## config.mk

```make
export PLATFORM = sky130hd
export DESIGN_NAME = sb_ctrl
export DESIGN_NICKNAME = d
export VERILOG_FILES = /design/src/rtl/sb_ctrl.sv
export SDC_FILE = /design/constraint.sdc
export NUM_CORES = 1
export LEC_CHECK = 0
export CAP_MARGIN = 20
export CORE_MARGIN = 2
export CORE_UTILIZATION = 63
export DETAILED_ROUTE_END_ITERATION = 8
export PLACE_DENSITY = 0.85
export SYNTH_ARGS = -nofsm -noshare
export SYNTH_HDL_FRONTEND = slang
export SYNTH_SLANG_ARGS = --single-unit
```

## constraint.sdc

```tcl
create_clock -name clk_i -period 12.3 [get_ports clk_i]
set_input_delay 1.23 -clock clk_i [delete_from_list [all_inputs] [get_ports clk_i]]
set_output_delay 1.23 -clock clk_i [all_outputs]
set_load 0.02 [all_outputs]
```

## src/rtl/sb_ctrl.sv

```systemverilog
// Store-buffer controller: circular entry allocation, out-of-order writeback capture,
// in-order retirement tracking and a two-state valid/ready drain of retired stores.
module sb_ctrl #(
  parameter  int SB_ENTRY = 8,
  parameter  int ADDR_W   = 16,
  parameter  int DATA_W   = 16,
  localparam int PTR_W    = $clog2(SB_ENTRY),
  localparam int CNT_W    = PTR_W + 1
) (
  input  logic              clk_i,
  input  logic              reset_n_i,
  input  logic              alloc_v_i,
  output logic              alloc_ready_o,
  output logic [PTR_W-1:0]  alloc_num_o,
  input  logic              wb_v_i,
  input  logic [PTR_W-1:0]  wb_num_i,
  input  logic [ADDR_W-1:0] wb_addr_i,
  input  logic [DATA_W-1:0] wb_data_i,
  input  logic              retire_v_i,
  input  logic              flush_i,
  output logic              mem_v_o,
  input  logic              mem_ready_i,
  output logic [ADDR_W-1:0] mem_addr_o,
  output logic [DATA_W-1:0] mem_data_o,
  output logic [SB_ENTRY-1:0] sb_wb_vector_o,
  output logic [PTR_W-1:0]  sb_commit_pt_o,
  output logic              sb_empty_o
);

  typedef enum logic {IDLE, REQ} state_t;

  state_t              state_q, state_d;
  logic [PTR_W-1:0]    head_q, ret_q, tail_q;
  logic [PTR_W-1:0]    head_d, ret_d, tail_d;
  logic [CNT_W-1:0]    cnt_q, rcnt_q, cnt_d, rcnt_d;
  logic [SB_ENTRY-1:0] wb_q, wb_d;

  logic [ADDR_W-1:0]   addr_mem [SB_ENTRY];
  logic [DATA_W-1:0]   data_mem [SB_ENTRY];
  logic [ADDR_W-1:0]   mem_addr_q;
  logic [DATA_W-1:0]   mem_data_q;

  logic                alloc_fire, wb_fire, ret_fire;
  logic                latch_req, drain_acc;
  logic [PTR_W-1:0]    wb_off, spec_off;
  logic [CNT_W-1:0]    spec_len;

  // Ready comes from registered occupancy only; a same-cycle drain never frees a slot early.
  assign alloc_ready_o  = (cnt_q != CNT_W'(SB_ENTRY));
  assign alloc_num_o    = tail_q;
  assign sb_commit_pt_o = head_q;
  assign sb_empty_o     = (cnt_q == '0);
  assign sb_wb_vector_o = wb_q;
  assign mem_v_o        = (state_q == REQ);
  assign mem_addr_o     = mem_addr_q;
  assign mem_data_o     = mem_data_q;

  assign wb_off     = wb_num_i - head_q;
  assign alloc_fire = alloc_v_i & alloc_ready_o & ~flush_i;
  assign wb_fire    = wb_v_i & ~flush_i & ({1'b0, wb_off} < cnt_q);
  assign ret_fire   = retire_v_i & ~flush_i & (rcnt_q != cnt_q);

  always_comb begin
    state_d   = state_q;
    latch_req = 1'b0;
    drain_acc = 1'b0;
    case (state_q)
      IDLE: begin
        if (rcnt_q != '0) begin
          state_d   = REQ;
          latch_req = 1'b1;
        end
      end
      REQ: begin
        if (mem_ready_i) begin
          drain_acc = 1'b1;
          state_d   = IDLE;
        end
      end
      default: state_d = IDLE;
    endcase
  end

  always_comb begin
    head_d = head_q + PTR_W'(drain_acc);
    ret_d  = ret_q + PTR_W'(ret_fire);
    rcnt_d = rcnt_q + CNT_W'(ret_fire) - CNT_W'(drain_acc);
    if (flush_i) begin
      tail_d = ret_q;
      cnt_d  = rcnt_d;
    end else begin
      tail_d = tail_q + PTR_W'(alloc_fire);
      cnt_d  = cnt_q + CNT_W'(alloc_fire) - CNT_W'(drain_acc);
    end
  end

  // Flush clears the speculative region ret..tail-1; retired entries keep their bits.
  always_comb begin
    wb_d     = wb_q;
    spec_off = '0;
    spec_len = cnt_q - rcnt_q;
    for (int i = 0; i < SB_ENTRY; i++) begin
      spec_off = PTR_W'(i) - ret_q;
      if (flush_i && ({1'b0, spec_off} < spec_len)) wb_d[i] = 1'b0;
    end
    if (wb_fire)   wb_d[wb_num_i] = 1'b1;
    if (drain_acc) wb_d[head_q]   = 1'b0;
  end

  always_ff @(posedge clk_i or negedge reset_n_i) begin
    if (!reset_n_i) begin
      state_q <= IDLE;
      head_q  <= '0;
      ret_q   <= '0;
      tail_q  <= '0;
      cnt_q   <= '0;
      rcnt_q  <= '0;
      wb_q    <= '0;
    end else begin
      state_q <= state_d;
      head_q  <= head_d;
      ret_q   <= ret_d;
      tail_q  <= tail_d;
      cnt_q   <= cnt_d;
      rcnt_q  <= rcnt_d;
      wb_q    <= wb_d;
    end
  end

  // Payload storage and the drain holding register carry no reset.
  always_ff @(posedge clk_i) begin
    if (wb_fire) begin
      addr_mem[wb_num_i] <= wb_addr_i;
      data_mem[wb_num_i] <= wb_data_i;
    end
    if (latch_req) begin
      mem_addr_q <= addr_mem[head_q];
      mem_data_q <= data_mem[head_q];
    end
  end

endmodule
```

Word-level counts from Yosys, hierarchy flattened
Memory sizes are Yosys's and may differ from the RTL's. A register that Yosys moved wholly into a read port is not among the register bits.
Index checks and enable logic that the tools add are counted.
- equality and inequality tests: 2
- order comparisons: 13
- bitwise logic cells: 11
- reductions and logical operators: 12
- $add $sub $neg: 17
- muxes and demuxes: 24
- operator list (cell ; count):
    < comparator 3 x 4 -> 1 bit ; 9
    2-to-1 mux 1 bit ; 17
    2-to-1 mux 8 bit ; 2
    subtractor 3 bit (first input constant) ; 4
    logical AND 1 bit ; 10
    adder 3 x 1 -> 3 bit ; 3
    adder 4 x 1 -> 4 bit ; 2
    bitwise AND 8 bit ; 1
    < comparator 3 x 4 -> 1 bit (second input constant) ; 2
    NOT 8 bit ; 1
    OR 8 bit ; 1
    subtractor 4 x 1 -> 4 bit ; 2
    bitwise AND 1 bit ; 6
    demux 1 bit (select 3 bit) ; 2
    greater-or-equal comparator 3 x 1 -> 1 bit (second input constant) ; 2
    subtractor 1 x 3 -> 3 bit (first input constant) ; 2
    subtractor 2 x 3 -> 3 bit (first input constant) ; 2
    zero test 4 bit ; 1
    2-to-1 mux 4 bit ; 1
    != test 4 bit ; 1
    != test 4 bit (second input constant) ; 1
    nonzero test 4 bit ; 1
    subtractor 4 bit ; 1
    2-to-1 mux 3 bit ; 1
    other kinds (3) ; 4
- register bits: 26
- memories kept: 2
- memory bits (writable): 256
- output and inout port bits: 49
- bits of input ports: 42
- word-level logic and storage cells: 88
- memories (memory ; words ; bits a word ; read ports ; clocked after Yosys merged registers in ; wr ports ; RTL line ; text):
    addr_mem ; 8 ; 16 ; 1 ; 1 ; 1 ; 38 ; logic [ADDR_W-1:0] addr_mem [SB_ENTRY];
    data_mem ; 8 ; 16 ; 1 ; 1 ; 1 ; 39 ; logic [DATA_W-1:0] data_mem [SB_ENTRY];

Longest topological paths before layout
- word-level depth: 8
- gate-level depth with buffers: 12
- depth with buffers taken out: 12

Least setup slack after synthesis
Ideal clock, no wire load.
- path type: input to register
- start: input wb_num_i[0]
- end: memory addr_mem[0][0] (enable)
- stages on the path: 11
- arrival time: 5.194 ns
- path slack: 6.645 ns
- required time: 11.839 ns
- cells stage by stage: inv_1 -> ha_1 -> inv_1 -> fa_1 -> xor2_1 -> xnor2_1 -> ha_1 -> nor4b_1 -> a22oi_1 -> nand2b_1 -> nor3_1
- word-level cells in the longest chain between the ends: 5
- ends and longest elaborated chain (what ; RTL line ; text):
    start: declaration ; 16 ; input logic [PTR_W-1:0] wb_num_i,
    subtractor 3 bit ; 58 ; assign wb_off = wb_num_i - head_q;
    < comparator 3 x 4 -> 1 bit ; 60 ; assign wb_fire = wb_v_i & ~flush_i & ({1'b0, wb_off} < cnt_q);
    bitwise AND 1 bit ; 60 ;
    2-to-1 mux 1 bit ; 132 ; if (wb_fire) begin
    2-to-1 mux 1 bit (implied by the code) ; 133 ; addr_mem[wb_num_i] <= wb_addr_i;
    end: declaration ; 38 ;
Parallel ways exist; a longest one is shown, timed or not.

Worst setup path after layout
- start: input wb_num_i[0]
- end: memory data_mem[4][2] (enable)
- word-level cells in the longest chain between the ends: 5
- ends and longest elaborated chain (what ; RTL line ; text):
    subtractor 3 bit ; 58 ;
    < comparator 3 x 4 -> 1 bit ; 60 ;
    bitwise AND 1 bit ; 60 ;
    2-to-1 mux 1 bit ; 132 ;
    2-to-1 mux 1 bit (implied by the code) ; 134 ; data_mem[wb_num_i] <= wb_data_i;
    end: declaration ; 39 ;
Parallel ways exist; a longest one is shown, timed or not.

==> impl_metrics.py <==
metrics = {
    "layout": {
        "fin_area_mm2": 0.0149,
        "fin_cells": 1063,
        "layout_common_cells": "edfxtp_1, nand2_1, clkdlybuf4s50_1",
        "drive_above_1_share_pct": 18.7,
        "area_delta_synth_final_pct": 18.7,
        "fillerInstances": 1059,
        "diodes": 0,
        "ff_latch_area_mm2": 0.00931,
        "nNetsFinal": 849,
        "multi_input_area_mm2": 0.00307,
        "layout_commonest_cell": "edfxtp_1",
    },
    "cts": {
        "cts.clk_slew.worst_paths_ns": 0.06,
        "cts_buffer_depth": 3,
        "cts.repair.resized": 0,
        "clkSinkCount": 314,
        "clk_latency_ns": 0.54,
        "htree_levels": 1,
        "cts_tree": "yes",
        "cts-root-buf": "clkbuf_16",
        "cts_setup_buffers": 0,
        "cts_hold_buf": 0,
        "cts_made_buffers": 29,
    },
    "routing": {
        "first_pass_iters": 5,
        "via_per_inst": 6.06,
        "drc_errors": 0,
        "dr_total_vias": 6441,
        "wl_per_cell_um": 23.9,
        "finalWirelength_um": 25400,
        "dr.first_iter.drc_count": 568,
        "ant_nets": 0,
    },
    "setup_path": {
        "worstSetupEndpointType": "flop",
        "worstSetupPathType": "input port to flop",
        "critPathRequiredTime_ns": 12.54,
        "start_kind": "input port",
        "cp.arrival_ns": 4.76,
        "path_max_fanout": 17,
    },
    "floorplan": {
        "core_mm2": 0.0195,
        "die_w_um": 145,
        "fp-row-count": 51,
        "die_h_um": 145,
        "start_util_pct": 64.2,
        "die_area_mm2": 0.0210,
        "ioPinCount": 91,
    },
    "logic_synthesis": {
        "synth_ff_type": "edfxtp_1",
        "synth_cells": 669,
        "synth-edff-count": 288,
        "synthArstFlopShare_pct": 8.28,
        "ys_ff_latch": 314,
        "synth.area.top_cells": "edfxtp_1, mux4_2, dfrtp_1",
        "mappedNetlistNets": 742,
        "synth_cell_types": 43,
        "synth_area_mm2": 0.0125,
        "synth_top_cell_area_share_pct": 69.0,
        "synth.largest_area_cell": "edfxtp_1",
        "synth_warnings": 0,
        "avgSynthCellArea_um2": 18.7,
        "seq_area_frac_synth_pct": 74.2,
    },
    "placed_design": {
        "dpl_cell_area_mm2": 0.0138,
        "place_congestion": 0.845,
        "dp.final_hpwl_um": 13900,
        "dp.cells": 1006,
        "place_ws_ns": 6.94,
        "io_buffers": 90,
    },
    "sta": {
        "rsz0062_at_grt": "no",
        "max_freq_mhz": 221,
        "setup_viol_count_final": 0,
        "final.min_clock_period_ns": 4.52,
        "slew_violations": 0,
        "hold_viol": 0,
        "worst_slack_ns": 7.78,
        "fin_worst_skew_ns": 0.0154,
        "relSlewSlack_pct": 31.5,
        "tightest_slew_ns": 1.03,
        "fin_hold_ws_ns": 0.597,
        "setup-tns-final_ns": 0,
        "fin_crit_sh_pct": 36.7,
    },
    "global_route": {
        "track_usage_pct": 24.7,
        "grt_pass1_wl_um": 39700,
        "globalRoute.totalOverflow": 0,
        "grt_antenna_before_repair": 0,
        "grt_max_degree": 73,
        "grt_pass1_vias": 6978,
    },
    "flow_run": {
        "maxCapViolCount": 0,
    },
    "power_and_ir_drop": {
        "p_leak_nw": 5.20,
        "p_per_area_mw_per_mm2": 244,
        "ir_drop_mv": 0.199,
    },
    "run_status": {
        "outcome": "finished clean",
    },
    "min_path": {
        "hold_class": "flop to flop",
    },
}
==> cells by family after synthesis <==
kind of cell    after synthesis  share of synthesized area (%)
flops                       314                           74.2
simple gates                144                           4.81
mux                          70                           12.0
buf+inv                      51                           1.86
fa+ha+maj                    38                           3.89
compound gates               35                           2.02
xor+xnor                     17                           1.25
==> registers in the layout (all words and copies together), names as in the netlist <==
name            cells
mem_v_o             1
rcnt_q              4
addr_mem          128
sb_commit_pt_o      3
sb_wb_vector_o      8
data_mem          128
cnt_q               4
ret_q               3
mem_addr_o         16
mem_data_o         16
alloc_num_o         3
==> critical path, stage by stage <==
cell and delay, ns:
clkdlybuf4s50_1 0.42, inv_1 0.16, ha_1 0.18, inv_1 0.06, fa_1 0.37, xor2_1 0.19
xnor2_1 0.16, ha_1 0.24, nor4b_1 0.33, a22oi_1 0.23, nand2b_1 0.38, nor2_4 0.57
buf_16 0.24
==> layer usage <==
metal | GRT usage (%) | wire [um]
met5 | 0 | 0
met4 | 8.43 | 861
met3 | 3.49 | 1410
met2 | 43.3 | 13500
met1 | 32.3 | 9630
==> metrics by stage <==
stage,utilization (%),total power [mW]
floorplan,-,2.29
global placement,70.5,2.62
detailed placement,70.5,2.67
CTS,75.8,3.64
global route,76.2,3.80
finish,76.2,3.63
==> worst paths after layout <==
kind	from	endpoint	slack (ns)	cells past startpoint
worst max-delay path	wb_num_i[0]	data_mem[4][2]$_DFFE_PP_	7.78	13
worst min-delay path	rcnt_q[0]$_DFF_PN0_	rcnt_q[0]$_DFF_PN0_	0.60	1
worst max register to register	sb_commit_pt_o[1]$_DFF_PN0_	data_mem[4][2]$_DFFE_PP_	8.04	10
worst min register to register	rcnt_q[0]$_DFF_PN0_	rcnt_q[0]$_DFF_PN0_	0.60	1
max in group asynchronous	reset_n_i	sb_commit_pt_o[2]$_DFF_PN0_	10.97	2
min in group asynchronous	reset_n_i	sb_wb_vector_o[6]$_DFF_PN0_	1.05	2
==> synthesized netlist by cell type, types with 2 or more instances <==
cell type and count:
buf_1 4, edfxtp_1 288, mux2_2 5, mux4_2 64, or3b_2 2, buf_4 4, or2_2 2, o22ai_1 2
ha_1 27, a21bo_2 2, maj3_1 7, nand2b_1 5, a211oi_1 5, buf_6 2, clkbuf_1 7, o31ai_1 2
xor2_1 9, dfrtp_1 26, xnor2_1 7, o21ai_0 3, buf_2 9, o221a_2 3, nand2_1 107, o21bai_1 3
a21o_1 2, and2_1 2, nor3_1 4, fa_1 4, a21oi_1 7, nor2_1 16, a31oi_1 3, inv_1 25
==> where the power goes <==
part	total (mW)	internal [mW]	switching, mW
Clock	0.963	0.590	0.373
Sequential	1.50	1.33	0.170
Combinational	1.16	0.567	0.593
==> cell type report <==
cell class,instances,area share [%]
Multi-Input combinational cell,304,20.6
Tap cell,265,2.23
Clock inverter,16,1.70
Timing Repair Buffer,102,7.09
Clock buffer,37,5.21
Sequential cell,314,62.5
Inverter,25,0.630
No activity file was read; power rests on OpenSTA's default activity.
